`src/rtl/adder_tree_pipelined_acc.sv`:
```
// Pipelined unsigned adder tree: reduces 2^LOG2_INPUTS operands of WIDTH bits
// to one sum, with an optional running accumulator and a sticky carry-out flag.
// Latency LOG2_INPUTS+2 cycles from in_valid to out_valid; one sample per cycle,
// no backpressure and no stall.
//
// Ports:
//   clk        rising-edge clock for all state
//   rst        synchronous active-high reset; discards samples in flight
//   in_valid   qualifies in_data / acc_en / acc_clear this cycle
//   in_data    packed operands, operand i = in_data[i*WIDTH +: WIDTH]
//   acc_en     1 = add tree result into accumulator, 0 = pass tree result
//   acc_clear  with acc_en=1, restart accumulation from 0 and clear overflow
//   out_valid  one-cycle pulse per accepted sample
//   sum        result (tree result zero-extended when acc_en=0)
//   overflow   sticky accumulator carry-out
module adder_tree_pipelined_acc #(
  parameter int WIDTH       = 22,
  parameter int LOG2_INPUTS = 3,
  parameter int ACC_BITS    = 8
) (
  input  logic                                  clk,
  input  logic                                  rst,
  input  logic                                  in_valid,
  input  logic [WIDTH*(2**LOG2_INPUTS)-1:0]     in_data,
  input  logic                                  acc_en,
  input  logic                                  acc_clear,
  output logic                                  out_valid,
  output logic [WIDTH+LOG2_INPUTS+ACC_BITS-1:0] sum,
  output logic                                  overflow
);

  localparam int N      = 2**LOG2_INPUTS;
  localparam int TREE_W = WIDTH + LOG2_INPUTS;
  localparam int SUM_W  = TREE_W + ACC_BITS;

  // Stage 0 operand register plus sideband shift registers. Bit j of each
  // shift register belongs to the sample sitting at pipeline stage j, so bit
  // LOG2_INPUTS is the tag travelling with the final tree result.
  logic [N*WIDTH-1:0]   data_q;
  logic [LOG2_INPUTS:0] vld_sr;
  logic [LOG2_INPUTS:0] en_sr;
  logic [LOG2_INPUTS:0] clr_sr;

  always_ff @(posedge clk) begin
    if (rst) begin
      data_q <= '0;
      vld_sr <= '0;
      en_sr  <= '0;
      clr_sr <= '0;
    end else begin
      data_q <= in_data;
      vld_sr <= {vld_sr[LOG2_INPUTS-1:0], in_valid};
      en_sr  <= {en_sr[LOG2_INPUTS-1:0], acc_en};
      clr_sr <= {clr_sr[LOG2_INPUTS-1:0], acc_clear};
    end
  end

  // Tree level k holds N>>k words of WIDTH+k bits; one bit of growth per
  // level means no level can overflow.
  genvar k, i;
  generate
    for (k = 1; k <= LOG2_INPUTS; k++) begin : g_lvl
      localparam int LW  = WIDTH + k;
      localparam int CNT = N >> k;
      logic [CNT*LW-1:0] d;
      logic [CNT*LW-1:0] q;

      for (i = 0; i < CNT; i++) begin : g_add
        if (k == 1) begin : g_first
          assign d[i*LW +: LW] = {1'b0, data_q[(2*i)*WIDTH +: WIDTH]}
                               + {1'b0, data_q[(2*i+1)*WIDTH +: WIDTH]};
        end else begin : g_rest
          assign d[i*LW +: LW] = {1'b0, g_lvl[k-1].q[(2*i)*(LW-1) +: (LW-1)]}
                               + {1'b0, g_lvl[k-1].q[(2*i+1)*(LW-1) +: (LW-1)]};
        end
      end

      always_ff @(posedge clk) begin
        if (rst) begin
          q <= '0;
        end else begin
          q <= d;
        end
      end
    end
  endgenerate

  logic [TREE_W-1:0] tree_res;
  logic [SUM_W-1:0]  tree_ext;
  logic [SUM_W:0]    acc_nxt;

  assign tree_res = g_lvl[LOG2_INPUTS].q;
  assign tree_ext = SUM_W'(tree_res);
  // Extra top bit captures the accumulator carry-out.
  assign acc_nxt  = {1'b0, sum} + {1'b0, tree_ext};

  // Final stage: bubbles leave sum and overflow untouched.
  always_ff @(posedge clk) begin
    if (rst) begin
      out_valid <= 1'b0;
      sum       <= '0;
      overflow  <= 1'b0;
    end else begin
      out_valid <= vld_sr[LOG2_INPUTS];
      if (vld_sr[LOG2_INPUTS]) begin
        if (!en_sr[LOG2_INPUTS]) begin
          sum <= tree_ext;
        end else if (clr_sr[LOG2_INPUTS]) begin
          sum      <= tree_ext;
          overflow <= 1'b0;
        end else begin
          sum <= acc_nxt[SUM_W-1:0];
          if (acc_nxt[SUM_W]) begin
            overflow <= 1'b1;
          end
        end
      end
    end
  end

endmodule

```
`config.mk`:
```
export PLATFORM = sky130hd
export DESIGN_NAME = adder_tree_pipelined_acc
export DESIGN_NICKNAME = d
export VERILOG_FILES = /design/src/rtl/adder_tree_pipelined_acc.sv
export SDC_FILE = /design/constraint.sdc
export NUM_CORES = 1
export LEC_CHECK = 0
export ABC_AREA = 1
export BUFFER_PORTS_ARGS = -buffer_cell sky130_fd_sc_hd__clkbuf_2
export CAP_MARGIN = 20
export CORE_MARGIN = 2
export CORE_UTILIZATION = 54
export CTS_CLUSTER_DIAMETER = 60
export CTS_CLUSTER_SIZE = 8
export DETAILED_ROUTE_END_ITERATION = 6
export PLACE_DENSITY = 0.82
export SYNTH_ARGS = -nofsm -noshare
export SYNTH_HDL_FRONTEND = slang
export SYNTH_SLANG_ARGS = --single-unit
```
`constraint.sdc`:
```
create_clock -name clk -period 1.85 [get_ports clk]
set_input_delay 0.37 -clock clk [delete_from_list [all_inputs] [get_ports clk]]
set_output_delay 0.37 -clock clk [all_outputs]
set_load 0.01 [all_outputs]
```
# Word-level counts from Yosys, hierarchy flattened
# Index checks and enable logic that the tools add are counted.
# W data, S select, Z words.
# word_totals
regBits	388
input_bits	181
word_cells	24
# op_classes
add_sub_neg	8
mux	4
reduce_logical	2
# op_table
op	n
$add A22 B22 Y23	4
$mux W33	2
$add A23 B23 Y24	2
$add A33 B25 Y34	1
$add A24 B24 Y25	1
$reduce_and A3 Y1	1
$mux W1	2
$reduce_bool A2 Y1	1

# Depth between registers and ports, before layout
# Gate-level depths: netlist of the first run.
# logic_depth
word_depth	3
mapped_depth	16

# Worst setup path before layout of the first run
# OpenSTA, ideal clock, no wires.
# synth_timing
path_type	register to register
start	register data_q[44]
end	register g_lvl[1].q[41]
setup_ps	113
t_arrival_ps	1748
required_time_ps	1737
setup_slack_ps	-11
path_stages_with_launch	14
n_path_buf	0
cell_sequence	dfxtp_1 ha_1 inv_1 fa_1 inv_1 nand3_1 nand2_1 a21oi_1 o21ai_0 nand2_1 nand2_1 nand2_1 nand2_1 nor2_1
# synth_between
elab_chain_cells	1
# synth_lines
element	line_no	source
start: declaration	39	logic [N*WIDTH-1:0] data_q;
start signal: assignment	51	data_q <= in_data;
$add A22 B22 Y23	71	+ {1'b0, data_q[(2*i+1)*WIDTH +: WIDTH]};
end signal: assignment	80	q <= '0;
end signal: assignment	82	q <= d;
end: declaration	66	logic [CNT*LW-1:0] q;
# No other way between the ends.
# A chain may end at the register's enable or synchronous reset.

# Final worst setup path of the first run
# layout_timing
start	register sum[0]
end	register sum[10]
# layout_between
elab_chain_cells	3
# layout_lines
element	line_no	source
start: declaration	28	output logic [WIDTH+LOG2_INPUTS+ACC_BITS-1:0] sum,
start signal: assignment	107	sum <= tree_ext;
start signal: assignment	109	sum <= tree_ext;
start signal: assignment	112	sum <= acc_nxt[SUM_W-1:0];
$add A33 B25 Y34	95	assign acc_nxt = {1'b0, sum} + {1'b0, tree_ext};
$mux W33	108	end else if (clr_sr[LOG2_INPUTS]) begin
$mux W33	106	if (!en_sr[LOG2_INPUTS]) begin
# No other way between the ends.

==> results of run 1 <==
flip-flops by register name (all words and copies together), names as in the netlist:
register and cells:
overflow 1, g_lvl.q 165, data_q 176, en_sr 4, vld_sr 4, clr_sr 4
out_valid 1, sum 33
stage by stage:
stage / power [µW] / utilization [%] / hold WS, ps
floorplan: 11800 / - / 388
global placement: 13300 / 62.4 / 391
detailed placement: 13400 / 62.4 / 396
CTS: 22900 / 71.7 / 335
global route: 24900 / 77.5 / 383
finish: 24000 / 77.5 / 320
layer usage:
layer  share of wire, %  vias up  GRT usage [%]
met2                 50      970           57.6
met4                3.8        0           10.8
li1                   -    11500              -
met1                 40    10600           38.5
met5                  0        -              0
met3                6.5      230           4.82
cell families (layout without fill, tap and decap cells):
family | after synthesis | after routing
AO/OA/AOI/OAI | 604 | 604
AND/OR/NAND/NOR | 1447 | 1447
flip-flops | 388 | 388
XOR/XNOR | 11 | 11
adder cells (fa/ha/maj) | 191 | 191
buffers and inverters | 547 | 1188
cell usage after synthesis, drive strengths merged (2+ instances only):
cell type and number:
a21o 22, or2 4, and2 4, nand2 713, buf 8, o21ai 185, nand4 30, nand3b 9
nor3 36, nor3b 4, o21bai 25, clkinv 3, a21boi 6, clkbuf 44, ha 183, a21oi 317
nor4 6, inv 492, nor2 508, xor2 5, xnor2 6, a31oi 2, o21a 29, o211ai 8
fa 8, dfxtp 388, a211oi 5, nand3 133
timing repair:
| action | CTS | global route |
|---|---|---|
| endpoints found under the hold margin | 179 | 0 |
| setup buffers | 8 | 18 |
| hold buffers | 179 | 0 |
| pin swaps | 31 | 103 |
| gates resized for setup | 75 | 510 |
| endpoints found under the setup margin | 61 | 135 |
worst max-delay path: cells and delay by family, from the launching register on:
family	cells	cell delay [ps]
AO/OA/AOI/OAI	1	50
XOR/XNOR	1	190
adder cells (fa/ha/maj)	2	510
flip-flops	1	330
AND/OR/NAND/NOR	8	650
area by class of cell:
type                            count  area (µm²)  area share, %
Multi-Input combinational cell   2253       14100           46.0
Clock buffer                       65        1490           4.85
Tap cell                          525         657           2.14
Timing Repair Buffer              624        4670           15.3
Clock inverter                      4        35.0          0.114
Sequential cell                   388        7840           25.6
Inverter                          495        1860           6.08
power groups by stage:
stage	Clock (µW)	Sequential, µW	Combinational [µW]
6_report	9230	9500	5230
3_5_place_dp	0	9470	3900
5_1_grt	9620	9530	5720
2_1_floorplan	0	9320	2520
3_3_place_gp	0	9460	3860
4_1_cts	9230	9330	4320
worst max-delay path by stage:
stage | start | end | slack, ps | cells after the start
5_1_grt | g_lvl[2].q[26] | g_lvl[3].q[13] | -110 | 12
2_1_floorplan | data_q[0] | g_lvl[1].q[20] | 4 | 15
4_1_cts | data_q[132] | g_lvl[1].q[85] | 0.8 | 10
3_5_place_dp | g_lvl[2].q[0] | g_lvl[3].q[14] | -160 | 9
6_report | sum[0] | sum[10] | -40 | 12
3_3_place_gp | g_lvl[2].q[0] | g_lvl[3].q[14] | -120 | 9
layout by cell type (no fill, tap or decap), types with 58 or more instances in the layout:
cell and n:
inv_1 472, ha_4 80, a21oi_2 60, clkbuf_2 214, dfxtp_1 334, o21ai_0 130
nand2_1 620, dlygate4sd3_1 179, buf_4 218, nand3_1 96, clkbuf_16 58, ha_1 85
nor2_1 454, nand2_2 78, a21oi_1 250
==> summary.md, run 1 <==
| Metric | Value |
|---|---|
| Initial antenna violation count | `1` |
| # setup viols final | `6` |
| Seq cells post-synth | `388` |
| FP Rows | `73` |
| Synth top area share | `36.0%` |
| Skew-Pair Late Insertion Delay | `610 ps` |
| Crit Path Class | `reg -> reg` |
| Clock Skew | `19.4 ps` |
| Multiplexer area fraction after synthesis | `0%` |
| Post-synth EDFFs | `0` |
| Pre-CTS setup slack | `-158 ps` |
| Post-Syn Area | `21600 µm²` |
| WHS Path Cells | `3` |
| Synth Area in XOR/XNOR | `0.446%` |
| Hold_sp | `rst` |
| DRT antenna net count | `0` |
| Ys flop type | `dfxtp_1` |
| DR vias | `23300` |
| Filler Cell Count | `2750` |
| CP arrival | `2350 ps` |
| Unrepaired setup endpoints after global routing | `yes` |
| Compound-gate portion of the synthesized area | `15.4%` |
| Synth area leader | `dfxtp_1` |
| Antenna Cells | `0` |
| Adder-cell area share of the yosys netlist | `11.4%` |
| Cell area after placement | `24700 µm²` |
| Initial core utilization | `54.6%` |
| Synthesized area per cell | `6.77 µm²` |
| Slew Limit Fails | `0` |
| Synth Net Count | `3560` |
| Clock Path Buffers | `3` |
| Maximum VDD drop | `0.761 mV` |
| Core footprint | `39500 µm²` |
| Final non-filler cell total | `4354` |
| Die Area | `41600 µm²` |
| Min-delay worst type | `in -> reg` |
| Synth Instances | `3188` |
| Port Buf Inserts | `215` |
| Sw frac | `29.3%` |
| Synth Area in Simple Gates | `27.2%` |
| Worst-Margin Slew | `733 ps` |
| Status | `complete, but fails checks` |
| Cell area after layout | `30700 µm²` |
| Async SR Flop Fraction | `0%` |
| Pre-Repair DR Iteration Count | `6` |
| Setup_tns | `-112 ps` |
| Leakage power | `0.0149 µW` |
| Reg2Reg Setup Slack | `-40 ps` |
| Total wire length | `72.0 mm` |
| Crit path capture type | `flop` |
| Warnings from Yosys | `0` |
| Post-synthesis sequential area ratio | `36.0%` |
| R2r endpoint | `sum[10]` |
| Count of different cell masters after synthesis | `46` |
| Clock buffer count from CTS | `56` |
| Initial DRC count | `1803` |
| First-pass GRT wire length | `107 mm` |
| Cell Count Post-Placement | `4080` |
| Largest cells by area after synthesis | `dfxtp_1 36%, nand2_1 12%, ha_1 11%` |
| Sink of the worst hold path | `data_q[21]` |
| Die Span Y | `204 µm` |
| Clock sink total | `388` |
| Detailed Place HPWL | `44.2 mm` |
| CTS tree | `yes` |
| Share of post-route cells with drive strength above 1 | `26.5%` |
| Remaining Overflow, GRT | `0` |
| Placer congestion estimate | `0.947` |
| Power Density | `781 nW/µm²` |
| Final worst path period share | `102%` |
| Most used cell along the critical path | `nand2_1` |
| Largest net degree at the start of global routing | `150` |
| Synth-to-layout area growth | `42.0%` |
| Failing checks | `negative setup slack` |
| Slew headroom | `51.1%` |
| Die width | `204 µm` |
| Vias in the first global route | `22300` |
| Largest family of logic cells by synthesized area | `simple AND/OR/NAND/NOR gates` |
| Clock Power Share | `38.5%` |
| R2R depth | `12` |
| Clk slew on worst S/H paths | `50 ps` |
| Tot GR Track Use | `31.9%` |
| Via density | `5.35` |
| Final Critical Period | `1890 ps` |
| CP required | `2310 ps` |
| # IOs | `216` |
| H-tree levels | `2` |
| Worst setup SP type | `flop` |
| R2r startpoint | `sum[0]` |
| CP peak stage delay | `350 ps` |
| CP cell instances | `ha_4 -> fa_2 -> nand2_2 -> nand2_4 -> nand3_4 -> nand2_4 -> nand2_1 -> nand2_1 -> xnor2_1 -> nand2_1 -> nand2_1 -> a21oi_1` |
| Critical path peak fanout | `4` |
| Root buffer cell | `clkbuf_16` |
| Max Cap Viol | `0` |
| Fmax | `529 MHz` |
| Sequential share of power | `39.7%` |
| Hold Violations, Final | `0` |
| Wire length per cell | `16.5 µm` |
| Final worst slack | `-40.5 ps` |
| Switching power | `7030 µW` |
| Slowest CP cell | `fa_2` |
| DR DRC count | `0` |
| Logic gate share of total power | `21.8%` |
| Post-layout nets | `4190` |
| Internal power | `16900 µW` |
Note: power is estimated with default switching activity, not from simulation.
==> run 2, diff against run 1 <==
--- a/config.mk
+++ b/config.mk
@@ -9,11 +9,11 @@
 export BUFFER_PORTS_ARGS = -buffer_cell sky130_fd_sc_hd__clkbuf_2
 export CAP_MARGIN = 20
 export CORE_MARGIN = 2
-export CORE_UTILIZATION = 54
+export CORE_UTILIZATION = 60
 export CTS_CLUSTER_DIAMETER = 60
 export CTS_CLUSTER_SIZE = 8
 export DETAILED_ROUTE_END_ITERATION = 6
-export PLACE_DENSITY = 0.82
+export PLACE_DENSITY = 0.86
 export SYNTH_ARGS = -nofsm -noshare
 export SYNTH_HDL_FRONTEND = slang
 export SYNTH_SLANG_ARGS = --single-unit
==> constraint.sdc (replaced) <==
create_clock -name clk -period 2.1 [get_ports clk]
set_input_delay 0.42 -clock clk [delete_from_list [all_inputs] [get_ports clk]]
set_output_delay 0.42 -clock clk [all_outputs]
set_load 0.01 [all_outputs]
==> summary.md, run 2 (same netlist as run 1, synthesis figures left out) <==
| Metric | Value |
|---|---|
| CP peak stage delay | `410 ps (+60 ps)` |
| Largest net degree at the start of global routing | `174 (+16%)` |
| Clock Skew | `36.6 ps (+17.2 ps)` |
| Met2 GRT Util | `61.3% (+3.8 points)` |
| Initial antenna violation count | `2 (+1)` |
| Met3 usage | `5.64% (+0.82 points)` |
| Fmax | `493 MHz (-6.7%)` |
| Internal power | `14800 µW (-12%)` |
| Setup_tns | `0 ps (+112 ps)` |
| Die Area | `37500 µm² (-9.8%)` |
| Commonest non-fill, non-tap cell in the layout | `nand2_1` |
| Post-layout nets | `3961 (-5.5%)` |
| Wire length per cell | `16.7 µm (+1.0%)` |
| CP arrival | `2560 ps (+210 ps)` |
| WHS Path Cells | `3 (unchanged)` |
| Clock buffer count from CTS | `57 (+1.8%)` |
| Grt peak-use layer | `met2` |
| Final worst path period share | `96.5% (-5.7 points)` |
| Worst Path Buf+Inv | `0 (unchanged)` |
| Detailed Place HPWL | `46.1 mm (+4.2%)` |
| Max Cap Viol | `0 (unchanged)` |
| Vias in the first global route | `22100 (-0.62%)` |
| Die width | `194 µm (-5.0%)` |
| Slowest CP cell | `a211oi_1` |
| Largest regs | `data_q (176), g_lvl.q (165), sum (33)` |
| Root buffer cell | `clkbuf_16` |
| Slew Limit Fails | `0 (unchanged)` |
| Most used cell along the critical path | `nand2_1` |
| Crit path capture type | `flop` |
| Tot GR Track Use | `35.2% (+3.3 points)` |
| Via density | `5.55 (+3.7%)` |
| Initial DRC count | `1616 (-10%)` |
| Filler Cell Count | `2607 (-5.2%)` |
| Slew headroom | `47.2% (-3.9 points)` |
| Die Span Y | `194 µm (-5.0%)` |
| Sw frac | `28.4% (-0.96 points)` |
| Worst path depth | `8 (-4)` |
| Initial core utilization | `60.8% (+6.3 points)` |
| Power Density | `770 nW/µm² (-1.4%)` |
| Skew-Pair Late Insertion Delay | `620 ps (about the same)` |
| DR vias | `22500 (-3.3%)` |
| Clock Path Buffers | `3 (unchanged)` |
| Status | `complete, no violations` |
| CTS tree | `yes` |
| Register Area | `7770 µm² (-0.85%)` |
| Most flop-heavy register | `data_q` |
| Crit Path Class | `reg -> reg` |
| Switching power | `5870 µW (-16%)` |
| Largest register FFs | `176 (unchanged)` |
| H-tree levels | `2 (unchanged)` |
| # IOs | `216 (unchanged)` |
| Logic gate share of total power | `17.3% (-4.5 points)` |
| Worst setup SP type | `flop` |
| R2R depth | `8 (-4)` |
| Port Buf Inserts | `215 (unchanged)` |
| Worst path top cell family by delay | `simple AND/OR/NAND/NOR gates` |
| Hold Violations, Final | `0 (unchanged)` |
| Leakage power | `0.0136 µW (-8.4%)` |
| Maximum VDD drop | `0.873 mV (+15%)` |
| Commonest cells after routing, fill and taps aside | `684 x nand2_1, 493 x nor2_1, 489 x inv_1` |
| Core footprint | `35500 µm² (-10%)` |
| CP cell instances | `ha_1 -> nand2_1 -> o21ai_0 -> a211oi_1 -> nand3_2 -> nand2_1 -> nand2_1 -> nor2_1` |
| Clock sink total | `388 (unchanged)` |
| Share of post-route cells with drive strength above 1 | `12.4% (-14 points)` |
| Sequential share of power | `39.9% (+0.2 points)` |
| Critical path peak fanout | `5 (+1)` |
| First-pass GRT wire length | `108 mm (+0.82%)` |
| # setup viols final | `0 (-6)` |
| CP required | `2640 ps (+330 ps)` |
| Antenna Cells | `0 (unchanged)` |
| DRT antenna net count | `0 (unchanged)` |
| Pre-Repair DR Iteration Count | `6 (unchanged)` |
| Area of the multi-input gates | `12100 µm² (-14%)` |
| Placer congestion estimate | `0.951 (+0.41%)` |
| Total wire length | `67.8 mm (-5.8%)` |
| Min-delay worst type | `in -> reg` |
| Remaining Overflow, GRT | `0 (unchanged)` |
| FP Rows | `69 (-5.5%)` |
| DR DRC count | `0 (unchanged)` |
| Clock Power Share | `42.8% (+4.3 points)` |
| Grt met1 use | `42.5% (+4.1 points)` |
| Power Total | `20700 µW (-14%)` |
| Clk slew on worst S/H paths | `50 ps (about the same)` |
| Unrepaired setup endpoints after global routing | `yes` |
| Synth-to-layout area growth | `24.4%` |
| Worst-Margin Slew | `792 ps (+58.9 ps)` |
| Final Critical Period | `2030 ps (+136 ps)` |
run 2: timing repair:
item / CTS / global route
resized for setup: 2 / 103
pin swaps: 0 / 14
setup buffers: 0 / 11
hold buffers: 136 / 0
setup endpoints to repair: 3 / 65
hold endpoints to repair: 136 / 0
run 2: through the flow:
step	worst slack, ps	util [%]	cell area [µm²]	hold WS [ps]	cells
after detailed placement	-14.6	65.7	23300	393	3844
after global routing	-23.6	75.7	26900	11.3	4061
after floorplan	239	-	21600	388	3188
after global placement	58.2	65.7	23300	389	3844
final	73.2	75.7	26900	14.8	4061
after CTS	10.3	74.4	26400	0.320	4050
run 2: worst paths after layout:
path                             startpoint              to  slack, ps
worst min-delay path            in_data[21]      data_q[21]         10
worst max-delay path             data_q[13]  g_lvl[1].q[19]         70
worst max register to register   data_q[13]  g_lvl[1].q[19]         70
worst min register to register     en_sr[0]        en_sr[1]        400
run 2: final cells by class:
class	instances	area share [%]
inverters	495	6.92
clock inverters	8	0.801
repair buffers	394	10.5
well taps	461	2.15
clock buffers	62	5.50
flip-flops and latches	388	28.9
multi-input cells	2253	45.2
run 2: power groups by stage:
stage	Sequential [µW]	Combinational, µW	Clock, µW
2_1_floorplan	8210	2220	0
3_3_place_gp	8340	3050	0
3_5_place_dp	8350	3110	0
4_1_cts	8220	3350	8870
5_1_grt	8270	3990	9210
6_report	8250	3580	8860
run 2: worst min-delay path, cell delays in order:
cell and delay [ps]:
clkbuf_2 80, inv_1 40, nor2_1 30
run 2: metal layers:
metal,routed length (µm),vias to the layer above,part of all wire [%]
met5,0,-,0
met4,3150,0,4.6
met3,5320,234,7.8
met2,32400,1090,48
met1,27000,10200,40
li1,-,11000,-
